<file path="config.mk">
export PLATFORM = sky130hd
export DESIGN_NAME = i2s_rx_flat
export DESIGN_NICKNAME = d
export VERILOG_FILES = /design/src/rtl/i2s_pkg.sv /design/src/rtl/i2s_rx_if.sv /design/src/rtl/i2s_rx_sync.sv /design/src/rtl/i2s_rx.sv /design/src/flat_wrapper.sv
export SDC_FILE = /design/constraint.sdc
export NUM_CORES = 1
export LEC_CHECK = 0
export ABC_AREA = 0
export ABC_CLOCK_PERIOD_IN_PS = 2900
export CORE_ASPECT_RATIO = 0.8
export CORE_MARGIN = 4
export CORE_UTILIZATION = 50
export DETAILED_ROUTE_END_ITERATION = 10
export GPL_TIMING_DRIVEN = 0
export PLACE_DENSITY = 0.71
export SKIP_LAST_GASP = 1
export SLEW_MARGIN = 25
export SYNTH_ARGS = -nofsm -noshare
export SYNTH_HDL_FRONTEND = slang
export SYNTH_HIERARCHICAL = 1
export SYNTH_SLANG_ARGS = --single-unit
</file>
<file path="constraint.sdc">
create_clock -name clk -period 2.9 [get_ports clk]
set_clock_uncertainty 0.1 [all_clocks]
set_input_delay 0.58 -clock clk [delete_from_list [all_inputs] [get_ports clk]]
set_output_delay 0.58 -clock clk [all_outputs]
set_load 0.01 [all_outputs]
</file>
<file path="src/rtl/i2s_pkg.sv">
// Shared I2S definitions: default word/slot sizes, channel encoding and the
// receiver FSM state encoding.
package i2s_pkg;

  localparam int unsigned I2S_BIT_DEPTH = 24;
  localparam int unsigned I2S_SLOT_BITS = 32;

  localparam logic CH_LEFT  = 1'b0;
  localparam logic CH_RIGHT = 1'b1;

  typedef enum logic [1:0] {
    ST_UNSYNC = 2'd0,
    ST_SHIFT  = 2'd1,
    ST_SKIP   = 2'd2
  } rx_state_e;

endpackage

</file>
<file path="src/rtl/i2s_rx_if.sv">
// Sample stream port: one captured PCM word plus channel tag on valid/ready.
interface i2s_rx_if
  import i2s_pkg::*;
#(
  parameter int unsigned BIT_DEPTH = I2S_BIT_DEPTH
) ();

  logic [BIT_DEPTH-1:0] sample_data;
  logic                 sample_right;
  logic                 sample_valid;
  logic                 sample_ready;

  modport master (
    output sample_data,
    output sample_right,
    output sample_valid,
    input  sample_ready
  );

  modport slave (
    input  sample_data,
    input  sample_right,
    input  sample_valid,
    output sample_ready
  );

endinterface

</file>
<file path="src/rtl/i2s_rx_sync.sv">
// Brings the three asynchronous I2S pins into the clk domain. All pins use the
// same synchronizer depth so lrck/sdin stay aligned with the sclk rise pulse.
module i2s_rx_sync (
  input  logic clk,
  input  logic rst_n,
  input  logic sclk,
  input  logic lrck,
  input  logic sdin,
  output logic lrck_sync,
  output logic sdin_sync,
  output logic sclk_rise
);

  logic [2:0] sclk_q;
  logic [1:0] lrck_q;
  logic [1:0] sdin_q;

  // Two-stage synchronizers; sclk carries one extra stage for edge detection.
  always_ff @(posedge clk or negedge rst_n) begin
    if (!rst_n) begin
      sclk_q <= '0;
      lrck_q <= '0;
      sdin_q <= '0;
    end else begin
      sclk_q <= {sclk_q[1:0], sclk};
      lrck_q <= {lrck_q[0], lrck};
      sdin_q <= {sdin_q[0], sdin};
    end
  end

  assign lrck_sync = lrck_q[1];
  assign sdin_sync = sdin_q[1];
  assign sclk_rise = sclk_q[1] & ~sclk_q[2];

endmodule

</file>
<file path="src/rtl/i2s_rx.sv">
// I2S receiver: deserializes MSB-first, one-bit-delayed words per LRCK half
// into a single-entry valid/ready output register with a sticky overrun flag.
module i2s_rx
  import i2s_pkg::*;
#(
  parameter int unsigned BIT_DEPTH = I2S_BIT_DEPTH,
  parameter int unsigned SLOT_BITS = I2S_SLOT_BITS
) (
  input  logic      clk,
  input  logic      rst_n,
  input  logic      sclk,
  input  logic      lrck,
  input  logic      sdin,
  i2s_rx_if.master  smp,
  output logic      overrun,
  input  logic      overrun_clr
);

  localparam int unsigned CW = $clog2(BIT_DEPTH + 1);

  if (SLOT_BITS <= BIT_DEPTH) begin : g_bad_slot
    $error("SLOT_BITS must exceed BIT_DEPTH to leave room for the delay bit");
  end

  logic                 lrck_s;
  logic                 sdin_s;
  logic                 cap;
  rx_state_e            state;
  rx_state_e            state_next;
  logic [CW-1:0]        bit_cnt;
  logic [BIT_DEPTH-2:0] shreg;
  logic [BIT_DEPTH-1:0] word;
  logic                 channel;
  logic                 lrck_prev;
  logic                 lrck_seen;
  logic                 lrck_change;
  logic                 word_done;
  logic                 load;

  i2s_rx_sync u_sync (
    .clk       (clk),
    .rst_n     (rst_n),
    .sclk      (sclk),
    .lrck      (lrck),
    .sdin      (sdin),
    .lrck_sync (lrck_s),
    .sdin_sync (sdin_s),
    .sclk_rise (cap)
  );

  // A change only counts once a previous capture exists, so a stream joined
  // mid-slot waits for a genuine slot boundary.
  assign lrck_change = cap && lrck_seen && (lrck_s != lrck_prev);
  assign word        = {shreg, sdin_s};
  assign load        = word_done && (!smp.sample_valid || smp.sample_ready);

  // FSM state register.
  always_ff @(posedge clk or negedge rst_n) begin
    if (!rst_n) state <= ST_UNSYNC;
    else        state <= state_next;
  end

  // Next state: an LRCK change restarts from any state; SHIFT ends on the last bit.
  always_comb begin
    state_next = state;
    word_done  = 1'b0;
    if (lrck_change) begin
      state_next = ST_SHIFT;
    end else if (cap) begin
      case (state)
        ST_SHIFT: begin
          if (bit_cnt == CW'(BIT_DEPTH - 1)) begin
            word_done  = 1'b1;
            state_next = ST_SKIP;
          end
        end
        default: ;
      endcase
    end
  end

  // Capture datapath: lrck history, bit counter, shift register, channel.
  always_ff @(posedge clk or negedge rst_n) begin
    if (!rst_n) begin
      lrck_prev <= 1'b0;
      lrck_seen <= 1'b0;
      bit_cnt   <= '0;
      shreg     <= '0;
      channel   <= CH_LEFT;
    end else begin
      if (cap) begin
        lrck_prev <= lrck_s;
        lrck_seen <= 1'b1;
      end
      if (lrck_change) begin
        bit_cnt <= '0;
        channel <= lrck_s;
      end else if (cap && state == ST_SHIFT) begin
        shreg   <= word[BIT_DEPTH-2:0];
        bit_cnt <= bit_cnt + 1'b1;
      end
    end
  end

  // Output register and sticky overrun; a new overrun wins over a clear.
  always_ff @(posedge clk or negedge rst_n) begin
    if (!rst_n) begin
      smp.sample_data  <= '0;
      smp.sample_right <= 1'b0;
      smp.sample_valid <= 1'b0;
      overrun          <= 1'b0;
    end else begin
      if (load) begin
        smp.sample_data  <= word;
        smp.sample_right <= channel;
        smp.sample_valid <= 1'b1;
      end else if (smp.sample_valid && smp.sample_ready) begin
        smp.sample_valid <= 1'b0;
      end
      if (word_done && !load) overrun <= 1'b1;
      else if (overrun_clr)   overrun <= 1'b0;
    end
  end

endmodule

</file>
<file path="src/flat_wrapper.sv">
// flat-port wrapper written by rule: the top's interface ports become plain ports
module i2s_rx_flat import i2s_pkg::*;
#(
  parameter int unsigned BIT_DEPTH = I2S_BIT_DEPTH,
  parameter int unsigned SLOT_BITS = I2S_SLOT_BITS
)
  (clk, rst_n, sclk, lrck, sdin, overrun, overrun_clr, smp_sample_data, smp_sample_right, smp_sample_valid, smp_sample_ready);
  i2s_rx_if #(.BIT_DEPTH(BIT_DEPTH)) smp_i ();
  input  logic clk;
  input  logic rst_n;
  input  logic sclk;
  input  logic lrck;
  input  logic sdin;
  output logic overrun;
  input  logic overrun_clr;
  output wire logic [$bits(smp_i.sample_data)-1:0] smp_sample_data;
  output wire logic [$bits(smp_i.sample_right)-1:0] smp_sample_right;
  output wire logic [$bits(smp_i.sample_valid)-1:0] smp_sample_valid;
  input wire logic [$bits(smp_i.sample_ready)-1:0] smp_sample_ready;
  assign smp_sample_data = smp_i.sample_data;
  assign smp_sample_right = smp_i.sample_right;
  assign smp_sample_valid = smp_i.sample_valid;
  assign smp_i.sample_ready = smp_sample_ready;
  i2s_rx #(.BIT_DEPTH(BIT_DEPTH), .SLOT_BITS(SLOT_BITS)) u_core (.clk(clk), .rst_n(rst_n), .sclk(sclk), .lrck(lrck), .sdin(sdin), .smp(smp_i), .overrun(overrun), .overrun_clr(overrun_clr));
endmodule
</file>
=== After elaboration in Yosys (flattened, before gate mapping) ===
Cells that the tools add are included.

* Add/subtract/negate cells: 1
* Eq/ne operators: 3
* Muxes and demuxes: 14
* Bitwise gates (word level): 3
* Reductions and logical operators: 17

{| class="wikitable"
|+ Operator list
! kind !! number
|-
| $reduce_bool A2 Y1 || 6
|-
| $mux W5 || 2
|-
| $mux W1 || 8
|-
| $mux W2 || 4
|-
| $logic_and A1 B1 Y1 || 6
|-
| $add A5 B1 Y5 const B || 1
|-
| $eq A5 B5 Y1 const B || 1
|-
| $reduce_and A3 Y1 || 1
|-
| $eq A2 B1 Y1 const B || 1
|-
| $logic_not A1 Y1 || 2
|-
| $not A1 Y1 || 2
|-
| $reduce_and A2 Y1 || 1
|-
| $and A1 B1 Y1 || 1
|-
| $logic_or A1 B1 Y1 || 1
|-
| $ne A1 B1 Y1 || 1
|}

* Bits in registers: 67

=== Depth between registers and ports, before layout ===
* Word-level depth: 9
* Depth in mapped cells: 7
* Gate-level depth less buffers: 5

=== Hierarchy ===
The synthesis kept the hierarchy.

{| class="wikitable"
|+ By module, submodules not included
! module !! instances !! cells each !! area an instance (µm²) !! sequential area each (µm²)
|-
| i2s_rx || 1 || 148 || 2392.3 || 1501.4
|-
| i2s_rx_sync || 1 || 8 || 188.9 || 175.2
|}

=== Least setup slack after synthesis ===
OpenSTA, ideal clock, no wires.

* Path type: reg-to-reg
* Start: register u_core.bit_cnt[0]
* End: register u_core.smp.sample_data[0]
* Arrival time: 1642 ps
* Data required time: 2675 ps
* Path slack: 1033 ps
* Cell stages (with the launch flop): 8
* Buffers on the path: 2
* Period minus slack after synthesis: 1867 ps
* Cell sequence: dfrtp_1 -> ha_1 -> nand4b_1 -> a211o_1 -> nand2b_4 -> buf_6 -> buf_6 -> mux2_4

* Cells in the longest elaborated chain, start to end: 6

{| class="wikitable"
|+ RTL lines
! what !! RTL line !! text
|-
| start: declaration || i2s_rx.sv:30 || <nowiki>logic [CW-1:0] bit_cnt;</nowiki>
|-
| start signal: assignment || i2s_rx.sv:100 || <nowiki>bit_cnt <= bit_cnt + 1'b1;</nowiki>
|-
| $eq A5 B5 Y1 || i2s_rx.sv:72 || <nowiki>if (bit_cnt == CW'(BIT_DEPTH - 1)) begin</nowiki>
|-
| $mux W1 || i2s_rx.sv:72 ||
|-
| $mux W1 || i2s_rx.sv:70 || <nowiki>case (state)</nowiki>
|-
| $mux W1 || i2s_rx.sv:69 || <nowiki>end else if (cap) begin</nowiki>
|-
| $mux W1 || i2s_rx.sv:67 || <nowiki>if (lrck_change) begin</nowiki>
|-
| $logic_and A1 B1 Y1 || i2s_rx.sv:55 || <nowiki>assign load = word_done && (!smp.sample_valid || smp.sample_ready);</nowiki>
|-
| end signal: assignment || i2s_rx.sv:114 || <nowiki>smp.sample_data <= word;</nowiki>
|-
| end: declaration || i2s_rx_if.sv:14 || <nowiki>output sample_data,</nowiki>
|}

Every way passes these cells.
A chain may end at the register's enable or synchronous reset.

=== Final worst setup path ===
* Start: register u_core.bit_cnt[0]
* End: register u_core.smp.sample_data[1]

The elaborated chain is that of the path after synthesis.

==> metrics.md <==
| Metric | Value |
|---|---|
| # IOs | `34` |
| NumNets Final | `210` |
| Leak | `1.60 nW` |
| Met2 Use GR | `23.0%` |
| Vias in the first global route | `1488` |
| Slew HR | `68.7%` |
| Ys flop type | `dfrtp_1` |
| Detailed Place HPWL | `2770 um` |
| Synth area leader | `dfrtp_1` |
| Reg2reg end | `u_core/smp.sample_data[1]` |
| Initial antenna violation count | `0` |
| Die Ht | `72.3 um` |
| Pin count of the biggest net entering global routing | `58` |
| Final worst path period share | `69.5%` |
| Antenna viol nets, final | `0` |
| Post-synthesis async set-or-reset flop share | `100%` |
| RD Place Congestion | `0.713` |
| Kind of critical path | `reg2reg` |
| Synth Register Bits | `67` |
| Final min period | `2010 ps` |
| CTS H-tree depth | `3` |
| Synth cell count leaders | `67 x dfrtp_1, 30 x mux2_2, 20 x mux2_4` |
| Max FO, Critical Path | `10` |
| Peak supply drop | `0.000340 V` |
| Vias | `1362` |
| FF-to-FF Start | `u_core/bit_cnt[0]` |
| Inserted Clock Buffers | `9` |
| # diodes | `0` |
| Core Area | `5010 um2` |
| Clk_lat worst skew | `340 ps` |
| First-pass GRT wire length | `7120 um` |
| Arr. time, crit path | `2140 ps` |
| R2R depth | `7` |
| Max Cap Viol | `0` |
| Reg2Reg Setup Slack | `890 ps` |
| Max frequency | `496 MHz` |
| Total global routing track utilization | `15.2%` |
| GRT Residual Overflow | `0` |
| Unique cell type count in the Yosys netlist | `26` |
| Cell with the most instances after synthesis | `dfrtp_1` |
| Worst slew pin tran | `470 ps` |
| Global-route layer with the greatest usage | `met2` |
| Met1 usage | `19.0%` |
| Root Driver | `clkbuf_8` |
| Clock-pin slew on the worst setup and hold paths | `70 ps` |
| Crit end category | `register` |
| Unrepaired setup endpoints after global routing | `false` |
| Die area | `6380 um2` |
| Hold Fails Final Rpt | `0` |
| CTS tree | `yes` |
| DRT iter0 DRCs | `84` |
| CTS resizes | `0` |
| Register area share after synthesis | `65.0%` |
| Layout cell share with drive strength beyond 1 | `36.7%` |
| Area grow syn2layout | `25.4%` |
| Final routed DRC violation total | `0` |
| Hold path depth | `0` |
| Via density | `5.06` |
| Status | `completed` |
| Hold Path Origin | `u_core/u_sync/sdin_q[0]` |
| Top-area cell type share of the netlist area | `65.0%` |
| Port Buffers | `33` |
| YS warnings | `6` |
| EDFF count, synth | `0` |
| Router iterations before antenna repair | `4` |
| Post-Synthesis Cells | `156` |
| Post-Synthesis Net Count | `164` |
| Clock sinks | `67` |
| Crit start category | `register` |
| WHS | `248 ps` |
| Slew Limit Fails | `0` |
| Final core occ | `64.6%` |
| WL final | `4150 um` |
| Rows | `23` |
| Initial core utilization | `51.5%` |
| Hold WC Path Type | `reg2reg` |
| Clock buffer depth | `2` |
| Top cells by area, synth | `dfrtp_1 65%, mux2_2 13%, mux2_4 12%` |
| Mapped Avg Cell Area | `16.5 um2` |
| WL/cell | `15.4 um` |
| Worst Path Required | `3020 ps` |
| Setup Viol. Count Final | `0` |
| Synth Cell Area | `2580 um2` |
| DIE WIDTH | `88.3 um` |
| Grt met3 use | `7.60%` |
| PwrDens | `626 nW/um2` |
| Hold path endpoint | `u_core/u_sync/sdin_q[1]` |
## per-layer routing
metal | part of all wire, % | up-vias
met1 | 44 | 692
li1 | - | 634
met5 | 0 | -
met2 | 49 | 30
met3 | 5.3 | 6
met4 | 1.6 | 0
## cell usage in the layout (no fill, tap or decap)
cell and instances:
o21a_1 1, mux2_2 30, o22ai_1 1, buf_16 1, nand4_1 2, dlygate4sd3_1 1, nand2b_1 1, clkbuf_8 12
or2_2 1, nand2b_4 1, inv_1 2, and3b_1 1, dfrtp_1 67, nand4b_1 1, clkinv_2 2, clkdlybuf4s50_1 32
buf_6 3, nand3b_1 1, and3_1 1, xor2_1 4, clkbuf_1 2, xnor2_1 1, nor2b_4 1, nand2_1 4
clkinvlp_4 1, buf_4 1, a21oi_1 2, buf_2 2, mux2_4 20, nor2_1 4, a211o_1 1, ha_1 1
bufinv_16 1, o21ai_0 1
## worst max-delay path by stage
stage                       startpoint                          to  slack (ps)  depth (start not counted)
6_report             u_core/bit_cnt[0]   u_core/smp.sample_data[1]         890                          7
3_3_place_gp                     rst_n  u_core/smp.sample_data[15]        -870                          1
5_1_grt        u_core/u_sync/sclk_q[1]            u_core/shreg[11]         760                          5
3_5_place_dp          smp_sample_ready   u_core/smp.sample_data[1]         770                          6
4_1_cts        u_core/u_sync/sclk_q[2]            u_core/shreg[16]         870                          5
2_1_floorplan        u_core/bit_cnt[0]   u_core/smp.sample_data[0]        1030                          7
## what timing repair did
item                                   4_1_cts  5_1_grt
setup buffers                                0        0
endpoints found under the hold margin       10        0
hold buffers                                 1        0
## flip-flops by register name, indices dropped and copies added (netlist names)
name                     count
u_core/channel               1
u_core/lrck_seen             1
u_core/u_sync/sdin_q         2
u_core/bit_cnt               5
u_core/lrck_prev             1
u_core/u_sync/sclk_q         3
u_core/state                 2
u_core/overrun               1
u_core/shreg                23
u_core/smp.sample_data      24
u_core/u_sync/lrck_q         2
u_core/smp.sample_valid      1
u_core/smp.sample_right      1
## layout make-up
type | instances | area (um2)
Buffer | 7 | 51.3
Fill cell | 390 | 1770
Timing Repair Buffer | 35 | 365
Clock buffer | 12 | 165
Inverter | 2 | 7.51
Sequential cell | 67 | 1680
Tap cell | 62 | 77.6
Clock inverter | 4 | 47.5
Multi-Input combinational cell | 80 | 846
## worst max-delay path, cell delays in order (launching register included)
cell and delay (ps):
dfrtp_1 380, ha_1 210, nand4b_1 100, a211o_1 350
nand2b_4 160, buf_6 130, buf_6 160, mux2_4 300
## kinds of logic after synthesis
family	synth area share (%)
compound gates	1.45
buf+inv	2.28
xor+xnor	1.70
simple gates	4.41
mux	24.7
flops	65.0
fa+ha+maj	0.485
## metrics by stage
step | area [um2] | TNS (ps) | setup slack, ps | power (mW) | std cells
after detailed placement | 3010 | 0 | 765 | 1.24 | 252
after floorplan | 2580 | 0 | 1030 | 1.18 | 156
final | 3240 | 0 | 886 | 2.03 | 269
after global routing | 3240 | 0 | 762 | 2.14 | 269
after global placement | 2990 | -58330 | -873 | 1.23 | 251
after CTS | 3240 | 0 | 869 | 2.06 | 269
## power breakdown
group | switching, mW | total [mW] | internal, mW
Combinational | 0.0657 | 0.154 | 0.0880
Clock | 0.338 | 0.803 | 0.464
Sequential | 0.0574 | 1.07 | 1.01
No activity file was read; power rests on OpenSTA's default activity.
==> variant 1, RTL diff (same flow settings) <==
The package constant `I2S_BIT_DEPTH` goes from 24 to 12.
--- a/src/rtl/i2s_pkg.sv
+++ b/src/rtl/i2s_pkg.sv
@@ -3,5 +3,5 @@
 package i2s_pkg;
 
-  localparam int unsigned I2S_BIT_DEPTH = 24;
+  localparam int unsigned I2S_BIT_DEPTH = 12;
   localparam int unsigned I2S_SLOT_BITS = 32;
 
Ports: changed (resized smp_sample_data); port bits go from 34 to 22. No check against the original RTL was run, so the function may have changed too.
==> variant 1 against the unedited design <==
Synthesized cell count down 35%. Sequential cell count down 25. Clock power down 54%. Power down 37%. Area after synthesis down 37%. Setup slack worse by 0.0052 ns. Routed wire length down 41%. Cell area down 38%. Largest cell class unchanged.
==> variant 1: results (changes against the unedited design) <==
total track usage - 0.136 (was 0.152)
Worst-Skew Late Latency - 0.29 ns (was 0.34 ns)
clk slew on worst S/H paths - 0.08 ns
vias in the first global route - 960 (was 1488)
fill cell count - 232 (was 390)
status - finished, final reports clean (unchanged)
Rel. slew slack - 0.730 (was 0.687)
Vias - 857 (was 1362)
crit-path max FO - 10 (unchanged)
met2 wire len - 1150 µm (was 2030 µm)
DR WL met3 - 129 µm (was 218 µm)
synth top area cells - dfrtp_1 (64%), mux2_2 (11%), mux2_4 (9.2%), nand4b_4 (1.5%), a21oi_1 (1.2%) (was dfrtp_1 (65%), mux2_2 (13%), mux2_4 (12%), xor2_1 (1.4%), buf_6 (1.3%))
drt initial violations - 15 (was 84)
H-tree depth - 2 (was 3)
delay-heaviest family, CP - simple AND/OR/NAND/NOR gates (was flip-flops)
FF-to-FF End - u_core/smp.sample_data[10] (was u_core/smp.sample_data[1])
Peak supply drop - 0.431 mV (was 0.340 mV)
Leakage - 0.936 nW (was 1.60 nW)
Initial DRT Pass Iterations - 4 (unchanged)
dpl hpwl - 1840 µm (was 2770 µm)
Cell variety after synth - 25 (was 26)
global-route wire length before repair - 4330 µm (was 7120 µm)
Total Wirelength - 2460 µm (was 4150 µm)
r2r startpoint - u_core/u_sync/sclk_q[2] (was u_core/bit_cnt[0])
PortBufs - 21 (was 33)
largest net degree at the start of global routing - 27 (was 58)
slowest CP cell - dfrtp_1 (unchanged)
share of cells above drive strength 1 - 0.344 (was 0.367)
largest registers - u_core/smp.sample_data: 12 flops, u_core/shreg: 11 flops, u_core/bit_cnt: 4 flops (was u_core/smp.sample_data: 24 flops, u_core/shreg: 23 flops, u_core/bit_cnt: 5 flops)
pre-CTS WS - 0.680 ns (was 0.765 ns)
R2R cell count - 6 (was 7)
Hold WS - 0.110 ns (was 0.248 ns)
total CTS buffers - 5 (was 9)
Syn Nets - 109 (was 164)
GP Congestion - 0.687 (was 0.713)
Data arrival, critical path - 2.09 ns (was 2.14 ns)
Post-Route M1 WL - 1140 µm (was 1830 µm)
sequential-to-total area share from yosys stat - 0.643 (was 0.650)
Final nets - 138 (was 210)
crit-path max cell delay - 0.40 ns (was 0.38 ns)
yosys warns - 6 (unchanged)
top cells by count, synth - dfrtp_1 (42), mux2_2 (16), mux2_4 (10) (was dfrtp_1 (67), mux2_2 (30), mux2_4 (20))
Hold Crit Class - input pin to async pin (was flip-flop to flip-flop)
-- variant 1: cells by family after synthesis --
group,count (synthesis),share of synthesized area
AOI/OAI and AO/OA,7,0.0245
xor gates and xnor gates,3,0.0161
adders and majority gates,1,0.00766
buffers and inverters,5,0.0268
DFF,42,0.643
muxes,26,0.202
and+or+nand+nor,17,0.0796
-- variant 1: final cells by class --
type / instances / area, µm² / share of cell area
multi-input cells: 54 / 539 / 0.270
repair buffers: 22 / 225 / 0.113
well taps: 40 / 50.0 / 0.0250
inverters: 2 / 7.51 / 0.00375
clock buffers: 7 / 86.3 / 0.0432
clock inverters: 1 / 5.00 / 0.00250
plain buffers: 3 / 36.3 / 0.0181
flip-flops and latches: 42 / 1050 / 0.525
-- variant 1: per-layer routing --
layer / track usage / vias to the layer above
met2: 0.212 / 30
met5: 0 / -
li1: - / 404
met3: 0.0441 / 5
met4: 0.0643 / 0
met1: 0.173 / 418
-- variant 1: where the power goes --
group	internal, mW	switching (mW)
Clock	0.192	0.177
Sequential	0.671	0.0664
Combinational	0.0977	0.0660
Total	0.960	0.310
-- variant 1: per-stage QoR --
step                cells  area [µm²]
floorplan             101        1630
global placement      162        1890
detailed placement    163        1910
CTS                   171        2000
global route          171        2000
finish                171        2000
-- variant 1: how the worst max path moves through the flow --
stage / startpoint / to / slack, ns
5_1_grt: u_core/u_sync/sclk_q[2] / u_core/smp.sample_data[3] / 0.80
3_5_place_dp: smp_sample_ready / u_core/smp.sample_data[8] / 0.68
4_1_cts: u_core/u_sync/sclk_q[2] / u_core/smp.sample_data[10] / 0.85
3_3_place_gp: rst_n / u_core/shreg[1] / 0.17
2_1_floorplan: u_core/u_sync/sclk_q[2] / u_core/smp.sample_data[10] / 1.03
6_report: u_core/u_sync/sclk_q[2] / u_core/smp.sample_data[10] / 0.88
==> variant 2, RTL diff (config.mk and constraints unchanged) <==
Without the edit above. Compare `bit_cnt` against `CW'(BIT_DEPTH - 1)` with >= in place of ==.
--- a/src/rtl/i2s_rx.sv
+++ b/src/rtl/i2s_rx.sv
@@ -70,5 +70,5 @@
       case (state)
         ST_SHIFT: begin
-          if (bit_cnt == CW'(BIT_DEPTH - 1)) begin
+          if (bit_cnt >= CW'(BIT_DEPTH - 1)) begin
             word_done  = 1'b1;
             state_next = ST_SKIP;
Formal check against the unedited RTL: no difference found for any inputs over 10 cycles, from zero or initial values and one cycle with rst_n low; that may be too few to reach the edited logic, so the function may still have changed.
==> variant 2 against the unedited design <==
Cell area increased by 2.4%. First-iteration DRC count decreased by 2.4%. Area after synthesis grew 0.58%. Power increased by 14%. Sequential share of layout area is 1.2 points lower. Routed wire length up 9.3%. Setup slack worse by 0.16 ns. Synthesized cell count unchanged. Sequential cell count stayed put.
==> variant 2: results (changes against the unedited design) <==
dpl hpwl - 2960 µm (was 2770 µm)
internal power - 1.79 mW (was 1.57 mW)
placed cell areas - 0.00303 mm² (was 0.00301 mm²)
Peak supply drop - 0.408 mV (was 0.340 mV)
largest net degree at the start of global routing - 50 (was 58)
Min-Delay Startpoint - u_core/u_sync/lrck_q[0] (was u_core/u_sync/sdin_q[0])
sequential-to-total area share from yosys stat - 0.646 (was 0.650)
Vias/cell - 5.22 (was 5.06)
Syn Area/Cell - 16.6 µm² (was 16.5 µm²)
GP Congestion - 0.687 (was 0.713)
Leakage - 1.64 nW (was 1.60 nW)
Critical Path Start - u_core/u_sync/sclk_q[2] (was u_core/bit_cnt[0])
Post-CTS Setup Inserts - 0 (unchanged)
Residual DRC - 0 (unchanged)
H-tree depth - 3 (unchanged)
Non-Filler Instances - 269 (unchanged)
Cell variety after synth - 27 (was 26)
crit-path max FO - 10 (unchanged)
share of cells above drive strength 1 - 0.367 (unchanged)
Initial DRT Pass Iterations - 4 (unchanged)
synth top area cells - dfrtp_1 (65%), mux2_2 (13%), mux2_4 (12%), xor2_1 (1.3%), buf_6 (0.87%) (was dfrtp_1 (65%), mux2_2 (13%), mux2_4 (12%), xor2_1 (1.4%), buf_6 (1.3%))
crit-path max cell delay - 0.41 ns (was 0.38 ns)
total track usage - 0.166 (was 0.152)
drt initial violations - 82 (was 84)
vias in the first global route - 1554 (was 1488)
Data arrival, critical path - 2.30 ns (was 2.14 ns)
delay-heaviest family, CP - simple AND/OR/NAND/NOR gates (was flip-flops)
top cells by count, synth - dfrtp_1 (67), mux2_2 (29), mux2_4 (20) (was dfrtp_1 (67), mux2_2 (30), mux2_4 (20))
PortBufs - 33 (unchanged)
status - finished, final reports clean (unchanged)
pre-CTS WS - 0.700 ns (was 0.765 ns)
Yosys top cell area share - 0.646 (was 0.650)
Hold Crit Class - flip-flop to flip-flop (unchanged)
Final Slew Violations - 0 (unchanged)
largest registers - u_core/smp.sample_data: 24 flops, u_core/shreg: 23 flops, u_core/bit_cnt: 5 flops (unchanged)
total CTS buffers - 9 (unchanged)
fraction of registers with async set/reset - 1.00 (unchanged)
global-route wire length before repair - 7770 µm (was 7120 µm)
Total Wirelength - 4530 µm (was 4150 µm)
CTS max path bufs - 2 (unchanged)
Least-Margin Pin Slew - 0.447 ns (was 0.470 ns)
variant 2: cell count changes in the layout (fill, tap and decap cells not counted), sizes merged, moves of 2 or more:
cell,change
clkbuf,-4
bufinv,+3
a21o,+2
a21oi,-2
o21ai,+2
variant 2: worst paths after layout:
path | slack [ns] | cells after the start | endpoint
max reg2reg | 0.72 | 7 | u_core/smp.sample_data[12]
max | 0.72 | 7 | u_core/smp.sample_data[12]
min reg2reg | 0.25 | 0 | u_core/u_sync/lrck_q[1]
max in group asynchronous | 1.64 | 3 | u_core/shreg[12]
min in group asynchronous | 0.55 | 2 | u_core/shreg[4]
min | 0.25 | 0 | u_core/u_sync/lrck_q[1]
variant 2: area by class of cell:
type / count / area [µm²]
flip-flops and latches: 67 / 1680
fillers: 366 / 1690
multi-input cells: 82 / 872
clock buffers: 10 / 138
clock inverters: 6 / 136
well taps: 62 / 77.6
repair buffers: 35 / 365
inverters: 2 / 7.51
plain buffers: 5 / 40.0
variant 2: per-layer routing:
metal	vias to the layer above	track usage	wire length [µm]
met4	0	0.0554	58
met3	9	0.0817	243
met5	-	0	0
met2	28	0.265	2290
li1	635	-	-
met1	731	0.196	1940
variant 2: cells by family after synthesis:
group | synth area share
AOI/OAI and AO/OA | 0.0265
xor gates and xnor gates | 0.0169
adders and majority gates | 0.00482
buffers and inverters | 0.0183
DFF | 0.646
muxes | 0.245
and+or+nand+nor | 0.0424
variant 2: what timing repair did:
item | in CTS | in global routing
hold buffers | 1 | 0
setup endpoints to repair | 0 | 0
resized for setup | 0 | 0
endpoints found under the hold margin | 15 | 0
variant 2: power by group through the flow:
stage	logic (mW)	registers, mW	clock network, mW
after CTS	0.184	1.08	1.06
after global routing	0.206	1.09	1.11
after global placement	0.162	1.09	0
final	0.180	1.08	1.04
after floorplan	0.126	1.08	0
after detailed placement	0.180	1.10	0
